===== src/rtl/box_painter.sv =====
// Box painter: queues top-left box requests and streams one pixel per cycle
// to a 160x120 VGA adapter, row-major, with off-screen pixels suppressed.
module box_painter #(
    parameter int unsigned BOX_W      = 3,
    parameter int unsigned BOX_H      = 3,
    parameter int unsigned FIFO_DEPTH = 4
) (
    input  logic       clk_i,
    input  logic       reset_i,
    input  logic       in_valid_i,
    output logic       in_ready_o,
    input  logic [7:0] in_x_i,
    input  logic [6:0] in_y_i,
    input  logic [2:0] in_colour_i,
    output logic [7:0] x_o,
    output logic [6:0] y_o,
    output logic [2:0] colour_o,
    output logic       plot_o,
    output logic       busy_o,
    output logic       done_o
);

    localparam int unsigned AW = $clog2(FIFO_DEPTH);
    localparam logic [3:0] LastDx = 4'(BOX_W - 1);
    localparam logic [3:0] LastDy = 4'(BOX_H - 1);

    typedef enum logic [0:0] {StIdle, StDraw} state_e;

    // Request queue, entries packed as {x, y, colour}
    logic [17:0] mem_q [FIFO_DEPTH];
    logic [AW:0] wr_ptr_q, rd_ptr_q;
    logic [AW:0] count;
    logic        full, empty, push, pop;
    logic [17:0] head;

    assign count      = wr_ptr_q - rd_ptr_q;
    assign full       = (count == (AW + 1)'(FIFO_DEPTH));
    assign empty      = (wr_ptr_q == rd_ptr_q);
    assign in_ready_o = !full && !reset_i;
    assign push       = in_valid_i && in_ready_o;
    assign head       = mem_q[rd_ptr_q[AW-1:0]];

    always_ff @(posedge clk_i) begin
        if (push) begin
            mem_q[wr_ptr_q[AW-1:0]] <= {in_x_i, in_y_i, in_colour_i};
        end
    end

    always_ff @(posedge clk_i or posedge reset_i) begin
        if (reset_i) begin
            wr_ptr_q <= '0;
            rd_ptr_q <= '0;
        end else begin
            if (push) wr_ptr_q <= wr_ptr_q + (AW + 1)'(1);
            if (pop)  rd_ptr_q <= rd_ptr_q + (AW + 1)'(1);
        end
    end

    state_e     state_q, state_d;
    logic [7:0] base_x_q, base_x_d;
    logic [6:0] base_y_q, base_y_d;
    logic [2:0] base_colour_q, base_colour_d;
    logic [3:0] dx_q, dx_d, dy_q, dy_d;
    logic       last;

    assign last = (dx_q == LastDx) && (dy_q == LastDy);

    always_comb begin
        state_d       = state_q;
        base_x_d      = base_x_q;
        base_y_d      = base_y_q;
        base_colour_d = base_colour_q;
        dx_d          = dx_q;
        dy_d          = dy_q;
        pop           = 1'b0;
        case (state_q)
            StIdle: begin
                if (!empty) begin
                    pop           = 1'b1;
                    {base_x_d, base_y_d, base_colour_d} = head;
                    dx_d          = '0;
                    dy_d          = '0;
                    state_d       = StDraw;
                end
            end
            StDraw: begin
                if (last) begin
                    dx_d = '0;
                    dy_d = '0;
                    if (!empty) begin
                        pop = 1'b1;
                        {base_x_d, base_y_d, base_colour_d} = head;
                    end else begin
                        state_d = StIdle;
                    end
                end else if (dx_q == LastDx) begin
                    dx_d = '0;
                    dy_d = dy_q + 4'd1;
                end else begin
                    dx_d = dx_q + 4'd1;
                end
            end
            default: state_d = StIdle;
        endcase
    end

    always_ff @(posedge clk_i or posedge reset_i) begin
        if (reset_i) begin
            state_q       <= StIdle;
            base_x_q      <= '0;
            base_y_q      <= '0;
            base_colour_q <= '0;
            dx_q          <= '0;
            dy_q          <= '0;
        end else begin
            state_q       <= state_d;
            base_x_q      <= base_x_d;
            base_y_q      <= base_y_d;
            base_colour_q <= base_colour_d;
            dx_q          <= dx_d;
            dy_q          <= dy_d;
        end
    end

    // Pixel output stage; in idle dx/dy are zero so x/y settle on the base
    logic [8:0] sum_x;
    logic [7:0] sum_y;
    logic       clipped;
    logic [7:0] x_d;
    logic [6:0] y_d;
    logic [2:0] colour_d;
    logic       plot_d, done_d;

    always_comb begin
        sum_x    = {1'b0, base_x_q} + 9'(dx_q);
        sum_y    = {1'b0, base_y_q} + 8'(dy_q);
        clipped  = (sum_x > 9'd159) || (sum_y > 8'd119);
        x_d      = sum_x[7:0];
        y_d      = sum_y[6:0];
        colour_d = base_colour_q;
        plot_d   = (state_q == StDraw) && !clipped;
        done_d   = (state_q == StDraw) && last;
    end

    always_ff @(posedge clk_i or posedge reset_i) begin
        if (reset_i) begin
            x_o      <= '0;
            y_o      <= '0;
            colour_o <= '0;
            plot_o   <= 1'b0;
            done_o   <= 1'b0;
        end else begin
            x_o      <= x_d;
            y_o      <= y_d;
            colour_o <= colour_d;
            plot_o   <= plot_d;
            done_o   <= done_d;
        end
    end

    assign busy_o = (state_q == StDraw) || !empty;

endmodule


===== config.mk =====
export PLATFORM = sky130hd
export DESIGN_NAME = box_painter
export DESIGN_NICKNAME = d
export VERILOG_FILES = /design/src/rtl/box_painter.sv
export SDC_FILE = /design/constraint.sdc
export NUM_CORES = 1
export LEC_CHECK = 0
export ABC_AREA = 0
export BUFFER_PORTS_ARGS = -buffer_cell sky130_fd_sc_hd__buf_2
export CELL_PAD_IN_SITES_DETAIL_PLACEMENT = 2
export CELL_PAD_IN_SITES_GLOBAL_PLACEMENT = 2
export CORE_MARGIN = 3
export CORE_UTILIZATION = 40
export DETAILED_ROUTE_END_ITERATION = 10
export PLACE_DENSITY_LB_ADDON = 0.05
export SLEW_MARGIN = 40
export SYNTH_ARGS = -nofsm -noshare
export SYNTH_HDL_FRONTEND = slang
export SYNTH_SLANG_ARGS = --single-unit

===== constraint.sdc =====
create_clock -name clk_i -period 2.2 [get_ports clk_i]
set_input_delay 0.44 -clock clk_i [delete_from_list [all_inputs] [get_ports clk_i]]
set_output_delay 0.44 -clock clk_i [all_outputs]
set_load 0.01 [all_outputs]

==> run metrics, run 1 <==
DRC Markers=0; Post-synth ARST share=0.424; Hold Worst Slack=~0.24 ns; CP Data Arrival Time=1.70 ns; vias per inst=5.02; fin crit share=0.974; CP bufs+invs=2; crit-path cells=inv_2 -> ha_1 -> nor2b_1 -> xnor2_1 -> nor2_1 -> nor2_1 -> buf_2; Int Pwr=6.69 mW; Final ANT Viol Nets=0; sequential fraction of the synthesis area=0.669; Pleak=2.60 nW; largest net degree at the start of global routing=50; Setup CP Type=flop to output port; IO Pins=43; Hold Startpoint=in_x_i[6]; worst min path class=input pin to flop; Max Root-Sink Buffers=2; Yosys top cell by area=edfxtp_1; synth unique cells=42; CORE AREA=12700 um2; vias in the first global route=3256; NetSw=3.09 mW; Rows=between 40 and 50; Worst path slowest cell=dfrtp_1; final core utilization=0.510; Vias=2807; Net Sw Frac=0.316; Worst EP required=1.76 ns; Crit path top cell by count=nor2_1; PnR worst setup slack=0.0566 ns; mapped cell area=5210 um2; GR Util All Layers=0.172; Slew @ Worst Pin=0.629 ns; Seq pwr share=0.367; routed wire length=11.1 mm; area delta synth->final=24.0%; placer congestion estimate=0.798; CTS Sinks=125; die width=120 um; Power per Cell Area=1510 nW/um2; Starting Density=0.411; antenna fix cells=0; First DRT Iteration DRCs=127; relative slew slack=0.581; Die Y=120 um; DP Worst Slack=0.00325 ns; worst vdd ir=0.000589 V; Startpoint Class=flop; H-tree depth=4; max-cap violations=0; EDFF count, synth=72; Max Clock Freq=467 MHz; Logic pwr share=0.331; initial antenna violation count=0; RR Startpoint=dx_q[0]$_DFFE_PP0P_; share of the synthesized area in the top cell type=0.415; syn_area_per_cell=~17 um2; Area contributors post-synth=edfxtp_1 (41%), dfrtp_1 (25%), mux4_2 (7.8%); GRT overflow=0; Root Driver=clkbuf_16; Final Hold Viols=0; Final Setup Violations=0; die footprint=14400 um2; Setup Skew=a little under 0.01 ns; final layout net count=416; crit path from=wr_ptr_q[0]$_DFFE_PP0P_; HPWL Detailed=7.03 mm; Synthesized Nets=343; unrepaired setup endpoints after global routing=true; clk_lat worst skew=about 0.41 ns; DR WL/cell=19.9 um; CTS tree=built; share of layout cells above drive strength 1=0.370; first-pass GRT wire length=18.4 mm; Final Slew Violations=0; length of the first detailed-routing pass in iterations=4; outcome=finished, final reports clean; ys flop type=edfxtp_1; Reg clk slew, reported paths=0.05 ns; clock buffer count from CTS=17; Ys Warns=0; Port-buffer cells=42; Worst Path Max Fanout=4; fin crit period=2.14 ns; Seq cells post-synth=roughly 130; Post-Syn Instances=301; Slowest Stage Delay on Critical Path=around 0.37 ns; CP Capture Type=output port; Clk pwr share=0.302; cell family with most CP delay=flip-flops
-- path summary, 6_finish.rpt --
path	slack (ns)	end	depth (start not counted)
worst max-delay path	0.06	in_ready_o	7
worst min-delay path	0.24	mem_q[2][16]$_DFFE_PP_	1
worst max register to register	0.12	plot_o$_DFF_PP0_	6
worst min register to register	0.40	colour_o[2]$_DFF_PP0_	0
max in group asynchronous	0.86	base_x_q[4]$_DFFE_PP0P_	4
min in group asynchronous	0.50	colour_o[0]$_DFF_PP0_	3
-- worst register-to-register path, cell delays in order, from the launching register on --
cell and delay, ns:
dfrtp_1 0.43, ha_1 0.25, fa_1 0.44, nor3_1 0.18
nand3_1 0.16, o311ai_2 0.27, nor4bb_4 0.25
-- Yosys cell counts, drive strengths merged, types with 2 or more instances --
library cell   n
nor3b          3
o41ai          2
ha            19
inv           13
dfrtp         53
and3           3
a21oi          6
or3b           2
o211ai         2
fa             2
nand3         10
mux2          20
a21o           2
nor2           7
mux4          18
o211a          2
buf            4
o21ai         11
clkbuf         2
xor2           7
and2           4
a211o          2
xnor2         10
nor3           3
nand2         12
edfxtp        72
-- registers in the layout, summed over array words and instances (netlist names) --
signal,cells
dy_q,4
rd_ptr_q,3
x_o,8
base_colour_q,3
plot_o,1
mem_q,72
colour_o,3
y_o,7
base_x_q,8
dx_q,4
wr_ptr_q,3
state_q,1
base_y_q,7
done_o,1
-- layer usage --
| layer | routed length [um] | part of all wire | global-route usage | vias to the layer above |
|---|---|---|---|---|
| met4 | 177 | 0.016 | 0.0580 | 0 |
| met3 | 346 | 0.031 | 0.0449 | 11 |
| met5 | 0 | 0 | 0 | - |
| met1 | 5080 | 0.46 | 0.224 | 1459 |
| li1 | - | - | - | 1291 |
| met2 | 5530 | 0.50 | 0.280 | 46 |
-- metrics by stage --
step | cell area (um2) | instances | TNS, ns | power [mW]
after floorplan | 5220 | 301 | 0 | 5.63
after global placement | 5750 | 522 | 0 | 6.56
after detailed placement | 5750 | 522 | 0 | 6.67
after CTS | 6420 | 558 | 0 | 9.83
after global routing | 6460 | 559 | -0.0923 | 10.4
final | 6460 | 559 | 0 | 9.78
-- final cells by class --
type                    count  area (um2)
fillers                  1134        6210
well taps                 172         215
clock inverters            11         164
inverters                  13        52.6
flip-flops and latches    125        3490
multi-input cells         157        1670
clock buffers              21         460
repair buffers             60         410
-- cells by family (layout without fill, tap and decap cells) --
family	after synthesis	after routing	share of synthesized area
fa+ha+maj	21	21	0.0533
flops	125	125	0.669
buf+inv	19	105	0.0209
compound gates	32	32	0.0427
mux	38	38	0.135
xor+xnor	17	17	0.0286
simple gates	49	49	0.0509
-- cell usage in the layout (no fill, tap or decap), types with 11 or more instances in the layout --
cell type and count:
buf_2 42, buf_4 12, clkbuf_16 17, dfrtp_1 52
edfxtp_1 72, ha_1 19, mux2_4 19, mux4_2 18
nand2_1 11
-- what timing repair did --
item,4_1_cts,5_1_grt
pin swaps,1,2
hold buffers,1,0
buffers inserted,3,1
gates resized for setup,7,5
endpoints found under the hold margin,4,0
setup endpoints to repair,3,3
-- power groups by stage --
stage | Sequential, mW | Combinational, mW | Clock (mW)
finish | 3.59 | 3.23 | 2.95
global route | 3.68 | 3.60 | 3.12
CTS | 3.59 | 3.22 | 3.02
detailed placement | 3.62 | 3.05 | 0
global placement | 3.58 | 2.98 | 0
floorplan | 3.61 | 2.02 | 0
Power figures use the tool's default switching activity.
==> run 2: changes to the inputs <==
- REMOVE_ABC_BUFFERS: unset -> 1
==> run metrics, run 2 (synthesized netlist as in run 1, its figures left out) <==
Total Power=9.46 mW; clock buffer count from CTS=17; placed inst area=5770 um2; max-cap violations=0; Final ANT Viol Nets=0; initial antenna violation count=0; First DRT Iteration DRCs=184; HPWL Detailed=7.22 mm; GRT overflow=0; most frequent cells in the layout=edfxtp_1 (72), dfrtp_1 (53), buf_2 (42); unrepaired setup endpoints after global routing=false; commonest non-fill, non-tap cell in the layout=edfxtp_1; clk_lat worst skew=about 0.42 ns; area delta synth->final=23.0%; Vias=2807; first-pass GRT wire length=18.1 mm; Worst path slowest cell=dfrtp_1; Hold Worst Slack=0.114 ns; cell family with most CP delay=flip-flops; Pleak=around 2.6 nW; Rows=41; Max Root-Sink Buffers=2; placer congestion estimate=0.714; Die Y=120 um; CP Data Arrival Time=1.65 ns; length of the first detailed-routing pass in iterations=4; Int Pwr=6.41 mW; Port-buffer cells=42; Seq pwr share=0.379; Slew @ Worst Pin=0.437 ns; IO Pins=43; CORE AREA=12700 um2; CTS tree=built; RR Startpoint=dy_q[0]$_DFFE_PP0P_; H-tree depth=4; final layout net count=roughly 420; worst min path class=input pin to asynchronous set/reset pin; relative slew slack=0.705; Final Setup Violations=0; Power per Cell Area=~1500 nW/um2; Final Hold Viols=0; die width=120 um; Net Sw Frac=0.322; Fill cells=1172; Worst R2R End=base_colour_q[2]$_DFFE_PP0P_; Reg clk slew, reported paths=0.05 ns; DR WL/cell=20.0 um; Max Clock Freq=477 MHz; Setup CP Type=flop to output port; Worst EP required=about 1.8 ns; Final Slew Violations=0; CP Capture Type=output port; Levels on crit path=6; outcome=finished, final reports clean; fin crit share=0.952; Root Driver=clkbuf_16; vias per inst=around 5.0; Crit path top cell by count=inv_2; GR Util All Layers=0.172; final instance area=around 6400 um2; Setup Skew=0.00885 ns; worst r2r path cells=7; area of the multi-input gates=1680 um2; share of layout cells above drive strength 1=0.375; die footprint=14400 um2; antenna fix cells=0; fin crit period=2.09 ns; max reg flops=~70; R2R Setup Slk=0.17 ns; NetSw=3.05 mW; Logic pwr share=0.342; routed wire length=11.2 mm; largest net degree at the start of global routing=32; CTS Sinks=about 130; register area=3490 um2; Starting Density=0.411; Startpoint Class=flop; CP bufs+invs=3; Worst Path Max Fanout=5; Clk pwr share=0.279; Slowest Stage Delay on Critical Path=0.37 ns; DRC Markers=0; worst vdd ir=slightly below 0.0007 V; vias in the first global route=3176; crit-path cells=inv_2 -> ha_1 -> nand2_2 -> nor3_4 -> inv_2 -> buf_2
run 2: cell types whose count changed in the layout (fill, tap and decap cells not counted), moves of 2 or more:
cell / delta
clkbuf_8: -2
clkinv_4: +2
clkinvlp_4: -2
and2_2: -3
clkinv_2: +5
bufinv_16: -2
clkinv_1: -2
and2_1: +3
run 2: cell type report:
cell class	count	area share
inverter	13	0.00761
tap	172	0.0336
timing repair buffer	60	0.0655
clock inverter	12	0.0191
sequential	125	0.544
multi-input combinational	157	0.262
clock buffer	20	0.0681
run 2: worst max path at each step:
stage,from,slack (ns),to
after detailed placement,dx_q[0]$_DFFE_PP0P_,-0.23,plot_o$_DFF_PP0_
after global routing,wr_ptr_q[0]$_DFFE_PP0P_,0.006,busy_o
after floorplan,reset_i,-0.63,mem_q[0][0]$_DFFE_PP_
after CTS,wr_ptr_q[0]$_DFFE_PP0P_,0.01,in_ready_o
final,wr_ptr_q[0]$_DFFE_PP0P_,0.11,busy_o
after global placement,dx_q[0]$_DFFE_PP0P_,-0.22,plot_o$_DFF_PP0_
run 2: worst min-delay path: stages:
cell and delay (ns):
buf_2 0.11, inv_2 0.07, buf_4 0.29
run 2: power groups by stage:
stage,sequential [mW],combinational (mW),clock (mW)
2_1_floorplan,3.72,1.85,0
3_3_place_gp,3.60,2.98,0
3_5_place_dp,3.62,3.06,0
4_1_cts,3.60,3.19,2.72
5_1_grt,3.67,3.58,2.82
6_report,3.58,3.23,2.64
run 2: what timing repair did:
action,CTS,global route
endpoints found under the setup margin,3,57
hold buffers,0,0
gates resized for setup,6,9
cloned,0,0
pin swaps,2,2
setup buffers,2,1
run 2: metrics by stage:
stage / util / setup TNS (ns) / setup WS (ns) / cells
floorplan: - / -50.08 / -0.631 / 295
global placement: 0.455 / -0.220 / -0.220 / 524
detailed placement: 0.455 / -0.231 / -0.231 / 524
CTS: 0.502 / 0 / 0.0101 / 558
global route: 0.506 / 0 / 0.00555 / 559
finish: 0.506 / 0 / 0.105 / 559
run 2: routing by layer:
layer / track usage / up-vias / share of wire
met3: 0.0529 / 12 / 0.036
met2: 0.279 / 51 / 0.51
met5: 0 / - / 0
met4: 0.0644 / 0 / 0.011
li1: - / 1292 / -
met1: 0.218 / 1452 / 0.44
